--- src/rtl/main_dispatcher.sv ---
// Block dispatcher: hands out C_ij block indexes row-major to the lowest free CU and tracks completion.
// Optional result counter output o_Result_Count is enabled by defining DISPATCH_STATS_EN.
module main_dispatcher #(
  parameter int NUM_CU      = 4,
  parameter int index_width = 8
) (
  input  logic                   i_Clock,
  input  logic                   i_Reset,
  input  logic                   i_Start,
  input  logic [index_width-1:0] i_Block_Count,
  input  logic [NUM_CU-1:0]      i_Indexes_Received,
  input  logic [NUM_CU-1:0]      i_Result_Ready,
  output logic [index_width-1:0] o_Row_Index,
  output logic [index_width-1:0] o_Column_Index,
  output logic [NUM_CU-1:0]      o_Indexes_Ready,
  output logic                   o_Busy,
  output logic                   o_Done
`ifdef DISPATCH_STATS_EN
  ,
  output logic [2*index_width-1:0] o_Result_Count
`endif
);

  localparam int SEL_W = (NUM_CU > 1) ? $clog2(NUM_CU) : 1;

  typedef enum logic [2:0] {
    s_Idle,
    s_Find_Free,
    s_Dispatch,
    s_Drain,
    s_Done
  } t_State;

  t_State                 r_State;
  logic [NUM_CU-1:0]      r_Busy_Vec;
  logic [SEL_W-1:0]       r_Sel;
  logic [index_width-1:0] r_Row;
  logic [index_width-1:0] r_Col;
  logic [index_width-1:0] r_Count;
  logic [NUM_CU-1:0]      r_Indexes_Ready;
  logic                   r_Busy;
  logic                   r_Done;

  logic [SEL_W-1:0]       w_Free_Idx;
  logic                   w_Any_Free;
  logic                   w_Ack;
  logic [NUM_CU-1:0]      w_One;
  logic [NUM_CU-1:0]      w_Sel_Mask;
  logic [NUM_CU-1:0]      w_Free_Mask;
  logic [NUM_CU-1:0]      w_Set;
  logic [NUM_CU-1:0]      w_Accept;
  logic [NUM_CU-1:0]      w_Busy_Next;
  logic [index_width-1:0] w_Last_Idx;
  logic                   w_Last_Col;
  logic                   w_Last_Block;

  // Lowest-numbered free CU wins: scan downward so the smallest index is assigned last.
  always_comb begin
    w_Free_Idx = '0;
    w_Any_Free = 1'b0;
    for (int i = NUM_CU - 1; i >= 0; i--) begin
      if (!r_Busy_Vec[i]) begin
        w_Free_Idx = SEL_W'(i);
        w_Any_Free = 1'b1;
      end
    end
  end

  assign w_One        = {{(NUM_CU-1){1'b0}}, 1'b1};
  assign w_Sel_Mask   = w_One << r_Sel;
  assign w_Free_Mask  = w_One << w_Free_Idx;
  assign w_Ack        = (r_State == s_Dispatch) && i_Indexes_Received[r_Sel];
  assign w_Set        = w_Ack ? w_Sel_Mask : '0;

  // A result coinciding with a fresh acknowledge on the same CU is stale; the new set wins.
  assign w_Accept     = (r_State != s_Idle) ? (i_Result_Ready & r_Busy_Vec & ~w_Set) : '0;
  assign w_Busy_Next  = (r_Busy_Vec & ~w_Accept) | w_Set;

  assign w_Last_Idx   = r_Count - {{(index_width-1){1'b0}}, 1'b1};
  assign w_Last_Col   = (r_Col == w_Last_Idx);
  assign w_Last_Block = w_Last_Col && (r_Row == w_Last_Idx);

  always_ff @(posedge i_Clock or posedge i_Reset) begin
    if (i_Reset) begin
      r_State         <= s_Idle;
      r_Busy_Vec      <= '0;
      r_Sel           <= '0;
      r_Row           <= '0;
      r_Col           <= '0;
      r_Count         <= '0;
      r_Indexes_Ready <= '0;
      r_Busy          <= 1'b0;
      r_Done          <= 1'b0;
    end else begin
      r_Done     <= 1'b0;
      r_Busy_Vec <= w_Busy_Next;
      case (r_State)
        s_Idle: begin
          if (i_Start) begin
            r_Count <= i_Block_Count;
            r_Row   <= '0;
            r_Col   <= '0;
            r_Busy  <= 1'b1;
            r_State <= (i_Block_Count == '0) ? s_Done : s_Find_Free;
          end
        end
        s_Find_Free: begin
          if (w_Any_Free) begin
            r_Sel           <= w_Free_Idx;
            r_Indexes_Ready <= w_Free_Mask;
            r_State         <= s_Dispatch;
          end
        end
        s_Dispatch: begin
          if (w_Ack) begin
            r_Indexes_Ready <= '0;
            if (w_Last_Block) begin
              r_State <= s_Drain;
            end else begin
              r_State <= s_Find_Free;
              if (w_Last_Col) begin
                r_Col <= '0;
                r_Row <= r_Row + {{(index_width-1){1'b0}}, 1'b1};
              end else begin
                r_Col <= r_Col + {{(index_width-1){1'b0}}, 1'b1};
              end
            end
          end
        end
        s_Drain: begin
          if (r_Busy_Vec == '0) r_State <= s_Done;
        end
        s_Done: begin
          r_Done  <= 1'b1;
          r_Busy  <= 1'b0;
          r_State <= s_Idle;
        end
        default: r_State <= s_Idle;
      endcase
    end
  end

  assign o_Row_Index     = r_Row;
  assign o_Column_Index  = r_Col;
  assign o_Indexes_Ready = r_Indexes_Ready;
  assign o_Busy          = r_Busy;
  assign o_Done          = r_Done;

`ifdef DISPATCH_STATS_EN
  logic [2*index_width-1:0] r_Result_Count;
  logic [2*index_width-1:0] w_Accept_Cnt;

  always_comb begin
    w_Accept_Cnt = '0;
    for (int i = 0; i < NUM_CU; i++) begin
      w_Accept_Cnt = w_Accept_Cnt + {{(2*index_width-1){1'b0}}, w_Accept[i]};
    end
  end

  always_ff @(posedge i_Clock or posedge i_Reset) begin
    if (i_Reset) begin
      r_Result_Count <= '0;
    end else if (r_State == s_Idle && i_Start) begin
      r_Result_Count <= '0;
    end else begin
      r_Result_Count <= r_Result_Count + w_Accept_Cnt;
    end
  end

  assign o_Result_Count = r_Result_Count;
`endif

endmodule

--- config.mk ---
export PLATFORM = sky130hd
export DESIGN_NAME = main_dispatcher
export DESIGN_NICKNAME = d
export VERILOG_FILES = /design/src/rtl/main_dispatcher.sv
export SDC_FILE = /design/constraint.sdc
export NUM_CORES = 1
export LEC_CHECK = 0
export CAP_MARGIN = 30
export CORE_AREA = 4 4 95 97
export DETAILED_ROUTE_END_ITERATION = 12
export DIE_AREA = 0 0 99 101
export PLACE_DENSITY = 0.59
export SLEW_MARGIN = 20
export SYNTH_ARGS = -nofsm -noshare
export SYNTH_HDL_FRONTEND = slang
export SYNTH_SLANG_ARGS = --single-unit
--- constraint.sdc ---
create_clock -name i_Clock -period 4.3 [get_ports i_Clock]
set_clock_uncertainty 0.05 [all_clocks]
set_input_delay 0.86 -clock i_Clock [delete_from_list [all_inputs] [get_ports i_Clock]]
set_output_delay 0.86 -clock i_Clock [all_outputs]
set_load 0.02 [all_outputs]
Word-level counts from Yosys, hierarchy flattened
Cells that the tools add are included.
- register bits after elaboration: 39
- bits of input ports: 19
- word-level logic and storage cells: 83
- $add $sub $neg: 3
- $lt $le $gt $ge: 1
- equal/unequal tests: 12
- shift operators: 2
- multiplexer cells: 34
- bitwise logic cells: 6
- reductions and logical operators: 16
- operator list (cell ; number):
    $mux W8 ; 7
    $pmux W8 S2 ; 2
    $add A8 B1 Y8 const B ; 2
    $eq A8 B8 Y1 ; 2
    $mux W4 ; 4
    $mux W3 ; 5
    $and A4 B4 Y4 ; 3
    $ne A2 B2 Y1 const B ; 6
    $pmux W3 S4 ; 1
    $mux W2 ; 5
    $logic_not A8 Y1 ; 1
    $not A4 Y4 ; 2
    $pmux W4 S2 ; 1
    $reduce_and A4 Y1 ; 2
    $shl A1 B2 Y4 const A ; 2
    $sub A8 B1 Y8 const B ; 1
    $mux W1 ; 7
    $eq A3 B2 Y1 const B ; 2
    $reduce_and A2 Y1 ; 3
    $reduce_bool A2 Y1 ; 3
    $reduce_and A5 Y1 ; 1
    $logic_not A4 Y1 ; 1
    $or A4 B4 Y4 ; 1
    $eq A3 B1 Y1 const B ; 1
    other kinds (8) ; 9

Depth between registers and ports, before layout
Gate-level depths: netlist of run 1.
- depth in word-level cells: 10
- mapped depth: 12

Worst setup path after synthesis of run 1
Ideal clock, no wire load.
- kind: reg-to-reg
- start point: register r_Count[0]
- end point: register r_Row[5], in the netlist o_Row_Index[5]
- library setup time: 0.078 ns
- arrival time: 3.036 ns
- data required time: 4.172 ns
- slack: 1.136 ns
- stages on the path, launching flop included: 13
- clock period less this slack: 3.164 ns
- cells stage by stage: dfrtp_1 inv_1 ha_1 buf_2 nor3b_2 a211o_1 o211ai_1 a2111o_1 o21a_4 or3_1 buf_2 or4_1 a21oi_1
- word-level cells in the longest chain between the ends: 5
- ends and longest elaborated chain (item ; line ; text):
    start: declaration ; 39 ; logic [index_width-1:0] r_Count;
    start signal: assignment ; 100 ; r_Count <= i_Block_Count;
    $sub A8 B1 Y8 * ; 79 ; assign w_Last_Idx = r_Count - {{(index_width-1){1'b0}}, 1'b1};
    $eq A8 B8 Y1, on equally long branches ; 80, 81 ;
    $logic_and A1 B1 Y1 ; 81 ; assign w_Last_Block = w_Last_Col && (r_Row == w_Last_Idx);
    $ne A2 B2 Y1 (no line) ; - ;
    $reduce_and A5 Y1 (no line) * ; - ;
    end signal: assignment ; 123 ; r_Row <= r_Row + {{(index_width-1){1'b0}}, 1'b1};
    end: declaration ; 37 ; logic [index_width-1:0] r_Row;
Mark *: on every way between the ends. The rest lies on a longest branch, timed or not.
A chain may end at the register's enable or synchronous reset.

Worst setup path in the final report of run 1
Same ends and word-level chain as after synthesis.

==> results of run 1 <==
cell usage after synthesis (3+ instances only):
cell type,n,area share
sky130_fd_sc_hd__nand2b_1,3,0.0078
sky130_fd_sc_hd__dfrtp_1,39,0.41
sky130_fd_sc_hd__a21oi_1,15,0.031
sky130_fd_sc_hd__nor2_1,16,0.025
sky130_fd_sc_hd__xnor2_1,10,0.036
sky130_fd_sc_hd__o31ai_1,6,0.019
sky130_fd_sc_hd__nor4_1,4,0.010
sky130_fd_sc_hd__nand2_1,43,0.067
sky130_fd_sc_hd__xor2_1,6,0.022
sky130_fd_sc_hd__o21ai_0,15,0.031
sky130_fd_sc_hd__nor3_1,10,0.021
sky130_fd_sc_hd__and3_1,4,0.010
sky130_fd_sc_hd__ha_1,3,0.016
sky130_fd_sc_hd__inv_1,14,0.022
sky130_fd_sc_hd__clkbuf_1,11,0.017
sky130_fd_sc_hd__a21o_1,6,0.019
sky130_fd_sc_hd__or3_1,6,0.016
sky130_fd_sc_hd__o21ai_1,6,0.013
sky130_fd_sc_hd__nand3_1,12,0.025
layout by cell type (no fill, tap or decap), types with 2 or more instances in the layout:
cell type                         instances
sky130_fd_sc_hd__o41ai_1                  2
sky130_fd_sc_hd__and2_1                   2
sky130_fd_sc_hd__clkbuf_8                 5
sky130_fd_sc_hd__clkdlybuf4s50_1         40
sky130_fd_sc_hd__xnor2_1                 10
sky130_fd_sc_hd__or3_1                    6
sky130_fd_sc_hd__buf_4                    3
sky130_fd_sc_hd__inv_1                   14
sky130_fd_sc_hd__a21oi_1                 15
sky130_fd_sc_hd__o211ai_1                 2
sky130_fd_sc_hd__nor3b_1                  2
sky130_fd_sc_hd__o21ai_0                 15
sky130_fd_sc_hd__nand2_1                 43
sky130_fd_sc_hd__nor3_1                  10
sky130_fd_sc_hd__o311ai_1                 2
sky130_fd_sc_hd__nand3_1                 12
sky130_fd_sc_hd__o31ai_1                  6
sky130_fd_sc_hd__xor2_1                   6
sky130_fd_sc_hd__and3_1                   4
sky130_fd_sc_hd__a211oi_1                 2
sky130_fd_sc_hd__nor4b_1                  2
sky130_fd_sc_hd__a21o_1                   6
sky130_fd_sc_hd__ha_1                     3
sky130_fd_sc_hd__o21ai_1                  6
sky130_fd_sc_hd__a32o_1                   2
sky130_fd_sc_hd__dfrtp_1                 39
sky130_fd_sc_hd__mux2i_1                  2
sky130_fd_sc_hd__nand2b_1                 3
sky130_fd_sc_hd__nor2_1                  16
sky130_fd_sc_hd__nand4_1                  2
sky130_fd_sc_hd__nor4_1                   4
sky130_fd_sc_hd__o221ai_1                 2
state kept, by name, summed over array words and instances, names as in the netlist:
| signal | flops |
|---|---|
| o_Done | 1 |
| r_State | 3 |
| o_Column_Index | 8 |
| r_Count | 8 |
| r_Busy_Vec | 4 |
| r_Sel | 2 |
| o_Busy | 1 |
| o_Row_Index | 8 |
| o_Indexes_Ready | 4 |
cell type report:
type,count,area share
Timing Repair Buffer,43,0.142
Sequential cell,39,0.327
Multi-Input combinational cell,209,0.440
Tap cell,105,0.0440
Inverter,15,0.0189
Clock buffer,6,0.0243
Clock inverter,2,0.00419
how the worst max path moves through the flow:
stage               startpoint              to  slack (ns)  cells after the start
floorplan           r_Count[0]  o_Row_Index[5]        1.14                     12
global route        r_Count[0]  o_Row_Index[5]        0.57                     10
detailed placement  r_Count[0]  o_Row_Index[5]        0.80                     10
finish              r_Count[0]  o_Row_Index[5]        0.77                     10
global placement    r_Count[1]  o_Row_Index[5]        0.87                     10
CTS                 r_Count[0]  o_Row_Index[5]        0.78                     10
power by group through the flow:
stage               registers, W  logic [W]  clock network, W
floorplan               0.000579   0.000697                 0
global placement        0.000661   0.000848                 0
detailed placement      0.000663   0.000851                 0
CTS                     0.000656   0.000857          0.000257
global route            0.000680   0.000959          0.000273
finish                  0.000658   0.000854          0.000248
logic make-up after synthesis:
kind of cell,count (synthesis),share of synthesized area
simple gates,117,0.253
mux,3,0.0177
flops,39,0.406
buf+inv,29,0.0479
xor+xnor,17,0.0677
fa+ha+maj,3,0.0156
compound gates,69,0.192
layer usage:
| layer | routed length, um | vias to the layer above | GRT usage |
|---|---|---|---|
| li1 | - | 1062 | - |
| met1 | 2720 | 1070 | 0.163 |
| met2 | 3100 | 67 | 0.228 |
| met3 | 347 | 8 | 0.0360 |
| met4 | 73 | 0 | 0.0357 |
| met5 | 0 | - | 0 |
stage by stage:
stage / power [W] / instances / setup WS, ns
after floorplan: 0.00128 / 277 / 1.14
after global placement: 0.00151 / 411 / 0.871
after detailed placement: 0.00151 / 411 / 0.798
after CTS: 0.00177 / 419 / 0.775
after global routing: 0.00191 / 419 / 0.567
final: 0.00176 / 419 / 0.765
==> summary.md, run 1 <==
| Metric | Value |
|---|---|
| Wire per inst | around 15 um |
| Count of input and output buffers | 40 |
| Number of nets at the end of the flow | 335 |
| Peak VDD IR | 0.000264 V |
| Reported max-cap violation count | 0 |
| Top delay family on crit path | simple AND/OR/NAND/NOR gates |
| CTS Buf Count | 5 |
| Number of instances in the synthesized netlist | roughly 280 |
| Row Count | 33 |
| Post-CTS setup buffers | 0 |
| Bufs and invs on worst path | 1 |
| Count of clock tree sinks | 39 |
| Total routed wirelength | 6240 um |
| Hold Path Sink | o_Indexes_Ready[0] |
| NetSw | 0.000797 W |
| Number of nets with antenna violations after detailed routing | 0 |
| Switching Share | 0.453 |
| Vias | 2,207 |
| Final core utilization | 0.367 |
| DRC violations left | 0 |
| Die Y-Extent | 101 um |
| Total routing resource utilization after global routing | 0.132 |
| WHS | 0.431 ns |
| Number of synthesized register bits | 39 |
| RSZ-0062 raised after global routing | no |
| CP Data Arrival Time | 3.71 ns |
| Classification of the worst setup path | flop to flop |
| Slowest cell on the critical path | sky130_fd_sc_hd__or4_1 |
| CTS H-Tree Depth | 2 |
| Remaining Overflow, GRT | 0 |
| Tightest Pin Transition | 0.790 ns |
| Detailed-route vias per instance | 5.27 |
| TritonRoute pass-1 iters | 4 |
| Number of buffers on the longest clock path | 2 |
| Worst Setup Start Kind | flop |
| Via count of the first global-routing pass | 2,161 |
| Setup slack on the worst flop-to-flop path | around 0.77 ns |
| Leading register cell type out of synthesis | sky130_fd_sc_hd__dfrtp_1 |
| Power per standard cell area | 590 mW/mm^2 |
| Critical register-to-register path startpoint | r_Count[0] |
| Static leakage | 1.22 nW |
| IO Count | 41 |
| Layout Cell Area excl Fill | 0.00298 sq mm |
| Internal power summed over all cells | 0.000962 W |
| Critical-path cell list | inv_1 > ha_1 > nor3b_2 > a211o_1 > o211ai_1 > a2111o_1 > o21a_4 > or3_1 > or4_1 > a21oi_1 |
| Horizontal die dimension | about 99 um |
| Synthesized area per cell | 8.67 sq um |
| Final period utilization | 0.822 |
| Share of power burned in registers | 0.374 |
| Number of design-rule violations left by the first detailed-router iteration | 129 |
| Setup TNS Final | 0 ns |
| Sequential fraction of the synthesis area | 0.406 |
| Maximum number of pins on one net before global-route repair | 40 |
| Synth unique cells | 55 |
| Fill count | 829 |
| Area of combinational cells with multiple inputs | 0.00131 sq mm |
| Clk Latency, worst-skew pair | just under 0.3 ns |
| Total area of sequential cells | 976 sq um |
| Count of cells along the worst hold path | 1 |
| CP max FO | 10 |
| Final-report max-slew violation count | 0 |
| Result of the run | finished clean |
| Slew headroom | 0.472 |
| Std-Cell Core Area | between 0.008 and 0.009 sq mm |
| Endpoint type of the worst setup path | flop |
| Initial antenna violation count | 0 |
| Origin of the worst min-delay path | o_Indexes_Ready[0] |
| Share of final-layout standard cells stronger than drive strength 1 | 0.0669 |
| Resized Gates After CTS | 0 |
| CTS tree | built |
| Initial core utilization | 0.295 |
| Power share of the clock group | 0.141 |
| Area of the die | about 0.01 sq mm |
| Clock slew at the register clock pins of the worst setup and hold paths | 0.08 ns |
| Class of the tightest hold or removal check | flop to flop |
| Net count after synthesis | 299 |
| Number of flops mapped to enable cells by yosys | 0 |
| Cell Area, Placed | 0.00290 sq mm |
| Async set or reset register ratio after synthesis | 1.00 |
| Capture instance of the worst register-to-register path | o_Row_Index[5] |
| Final Wtd Congestion | 0.831 |
| Half-perimeter wire length after detailed placement | 4580 um |
| Time the final worst path needs with I/O delays and setup | 3.53 ns |
| CTS Hold Buffers Added | 0 |
| Max frequency | 0.283 GHz |
| Number of antenna repair diodes | 0 |
| Clk Tree Root Cell | sky130_fd_sc_hd__clkbuf_8 |
| Global-route wire length before repair | about 11,000 um |
| Critical path's largest stage delay | 0.54 ns |
| Gate power share | 0.485 |
| Number of cell instances on the worst register-to-register path | 10 |
| Layout overhead on the synthesized area | 24.2% |
| Crit path required time | ~4.5 ns |
| Hold Violations, Final | 0 |
| Number of synthesis warnings | 0 |
| Post-synthesis instance area | 0.00240 sq mm |
| Final Setup Violations | 0 |
(Power assumes the default switching activity.)
==> run 2: changes to the inputs <==
- PLACE_DENSITY: 0.59 -> 0.61
- clock period: 4.3 -> 2.9 ns (I/O delays scaled with it)
==> summary.md, run 2 (synthesized netlist as in run 1, its figures left out) <==
| Metric | Value |
|---|---|
| End point of the critical path | o_Row_Index[5] |
| Final Wtd Congestion | 0.887 (+6.8%) |
| WHS | 0.435 ns (+0.00404 ns) |
| CTS Hold Buffers Added | 0 (unchanged) |
| Max frequency | 0.343 GHz (+21%) |
| CTS tree | built |
| Half-perimeter wire length after detailed placement | 4920 um (+7.5%) |
| Vias | 2,303 (+4.3%) |
| Placed Cells | 443 (+7.8%) |
| IO Count | 41 (unchanged) |
| CP Data Arrival Time | 3.09 ns (-0.62 ns) |
| Number of buffers on the longest clock path | 2 (unchanged) |
| Final Setup Violations | 1 (+1) |
| Static leakage | 1.45 nW (+19%) |
| Via count of the first global-routing pass | 2,289 (+5.9%) |
| Worst Setup Start Kind | flop |
| Power per standard cell area | 937 mW/mm^2 (+59%) |
| Remaining Overflow, GRT | 0 (unchanged) |
| Layout Cell Area excl Fill | 0.00337 sq mm (+13%) |
| Clk Latency, worst-skew pair | 0.30 ns (about the same) |
| Worst-case setup margin in the final layout | -0.0152 ns (-0.781 ns) |
| Total routed wirelength | 6670 um (+6.9%) |
| Result of the run | finished, violations left |
| Count of clock tree sinks | 39 (unchanged) |
| Wire per inst | 14.7 um (-1.6%) |
| Total routing resource utilization after global routing | 0.138 (+0.00602) |
| Cell Area, Placed | 0.00317 sq mm (+9.2%) |
| Capture instance of the worst register-to-register path | o_Row_Index[5] |
| Horizontal die dimension | 99 um (unchanged) |
| Peak VDD IR | 0.000432 V (+64%) |
| Final core utilization | 0.414 (+0.0471) |
| Most frequent standard cell in the layout excluding fill and tap cells | sky130_fd_sc_hd__nand2_1 |
| Row Count | 33 (unchanged) |
| Area of the die | 0.0100 sq mm (unchanged) |
| Initial core utilization | 0.295 (unchanged) |
| Time the final worst path needs with I/O delays and setup | 2.92 ns (-0.619 ns) |
| Number of antenna repair diodes | 0 (unchanged) |
| Final-report max-slew violation count | 0 (unchanged) |
| Classification of the worst setup path | flop to flop |
| CTS Buf Count | 5 (unchanged) |
| Clock slew at the register clock pins of the worst setup and hold paths | 0.09 ns (about the same) |
| TritonRoute pass-1 iters | 5 (+1) |
| Die Y-Extent | 101 um (unchanged) |
| CTS H-Tree Depth | 2 (unchanged) |
| DRC violations left | 0 (unchanged) |
| Reported max-cap violation count | 0 (unchanged) |
| Fill count | 792 (-4.5%) |
| Number of nets at the end of the flow | 371 (+11%) |
| Number of cell instances on the worst register-to-register path | 10 (unchanged) |
| Number of nets with antenna violations after detailed routing | 0 (unchanged) |
| Crit path required time | 3.08 ns (-1.40 ns) |
| Clk Tree Root Cell | sky130_fd_sc_hd__clkbuf_8 |
| Setup slack on the worst flop-to-flop path | -0.02 ns (-0.78 ns) |
| CP max FO | 5 (-5) |
| Std-Cell Core Area | 0.00813 sq mm (unchanged) |
| Initial antenna violation count | 0 (unchanged) |
| Layout overhead on the synthesized area | 40.1% |
| Class of the tightest hold or removal check | flop to flop |
| Endpoint type of the worst setup path | flop |
| Maximum number of pins on one net before global-route repair | 40 (unchanged) |
| RSZ-0062 raised after global routing | yes |
| Final period utilization | 1.01 (+0.183) |
| Violated checks | negative setup slack |
| Slew headroom | 0.649 (+0.177) |
| Layout Cells excl Fill | 455 (+8.6%) |
| Count of input and output buffers | 40 (unchanged) |
| Critical register-to-register path startpoint | r_Count[1] |
| Share of final-layout standard cells stronger than drive strength 1 | 0.189 (+0.122) |
| Tightest Pin Transition | 0.526 ns (-0.264 ns) |
| Commonest non-fill, non-tap cells in the layout | sky130_fd_sc_hd__nand2_1 (43), sky130_fd_sc_hd__clkdlybuf4s50_1 (40), sky130_fd_sc_hd__dfrtp_1 (39), sky130_fd_sc_hd__buf_4 (37), sky130_fd_sc_hd__nor2_1 (16) |
| Number of design-rule violations left by the first detailed-router iteration | 142 (+10%) |
| Startpoint of the most critical setup path | r_Count[1] |
| Detailed-route vias per instance | 5.06 (-3.9%) |
| Global-route wire length before repair | 11,100 um (+3.2%) |
| Hold Violations, Final | 0 (unchanged) |
-- run 2: worst min-delay path by stage --
stage / from / end / depth (start not counted)
after floorplan: r_Sel[1] / r_Busy_Vec[0] / 1
after CTS: o_Indexes_Ready[1] / o_Indexes_Ready[1] / 2
after global placement: o_Indexes_Ready[1] / o_Indexes_Ready[1] / 2
after detailed placement: o_Indexes_Ready[1] / o_Indexes_Ready[1] / 2
after global routing: o_Indexes_Ready[0] / o_Indexes_Ready[0] / 1
final: o_Indexes_Ready[1] / o_Indexes_Ready[1] / 2
-- run 2: per-layer routing --
layer  vias up  part of all wire  track usage
met4         0             0.016       0.0420
met3         9             0.059       0.0339
met5         -                 0            0
li1       1134                 -            -
met2        62              0.49        0.239
met1      1098              0.43        0.170
-- run 2: repair_timing --
item,CTS,global route
setup endpoints to repair,16,9
gates resized for setup,9,1
cloned,1,0
hold endpoints to repair,0,0
pin swaps,0,1
buffers inserted,1,2
-- run 2: power by group --
group	internal (W)	switching, W
registers	0.000693	0.000235
clock network	0.000259	0.000214
logic	0.000881	0.000870
-- run 2: stage by stage --
| stage | total power, W | setup TNS (ns) | worst slack [ns] |
|---|---|---|---|
| floorplan | 0.00193 | -0.231 | -0.114 |
| global placement | 0.00254 | -2.35 | -0.248 |
| detailed placement | 0.00257 | -2.38 | -0.249 |
| CTS | 0.00313 | -0.0110 | -0.0110 |
| global route | 0.00340 | -0.359 | -0.112 |
| finish | 0.00315 | -0.0152 | -0.0152 |
-- run 2: area by class of cell --
type | count | area [sq um] | share of cell area
Sequential cell | 39 | 976 | 0.290
Multi-Input combinational cell | 210 | 1390 | 0.413
Timing Repair Buffer | 78 | 698 | 0.207
Tap cell | 105 | 131 | 0.0390
Clock inverter | 3 | 46.3 | 0.0138
Inverter | 15 | 56.3 | 0.0167
Clock buffer | 5 | 68.8 | 0.0204
-- run 2: critical path: stages (launching register included) --
cell and delay [ns]:
sky130_fd_sc_hd__dfrtp_1 0.41, sky130_fd_sc_hd__or3_4 0.40, sky130_fd_sc_hd__nor4b_4 0.26, sky130_fd_sc_hd__buf_4 0.19, sky130_fd_sc_hd__xnor2_2 0.12, sky130_fd_sc_hd__o21ai_2 0.10
sky130_fd_sc_hd__buf_4 0.15, sky130_fd_sc_hd__o21a_4 0.19, sky130_fd_sc_hd__or3_4 0.42, sky130_fd_sc_hd__or4_1 0.41, sky130_fd_sc_hd__a21oi_1 0.13
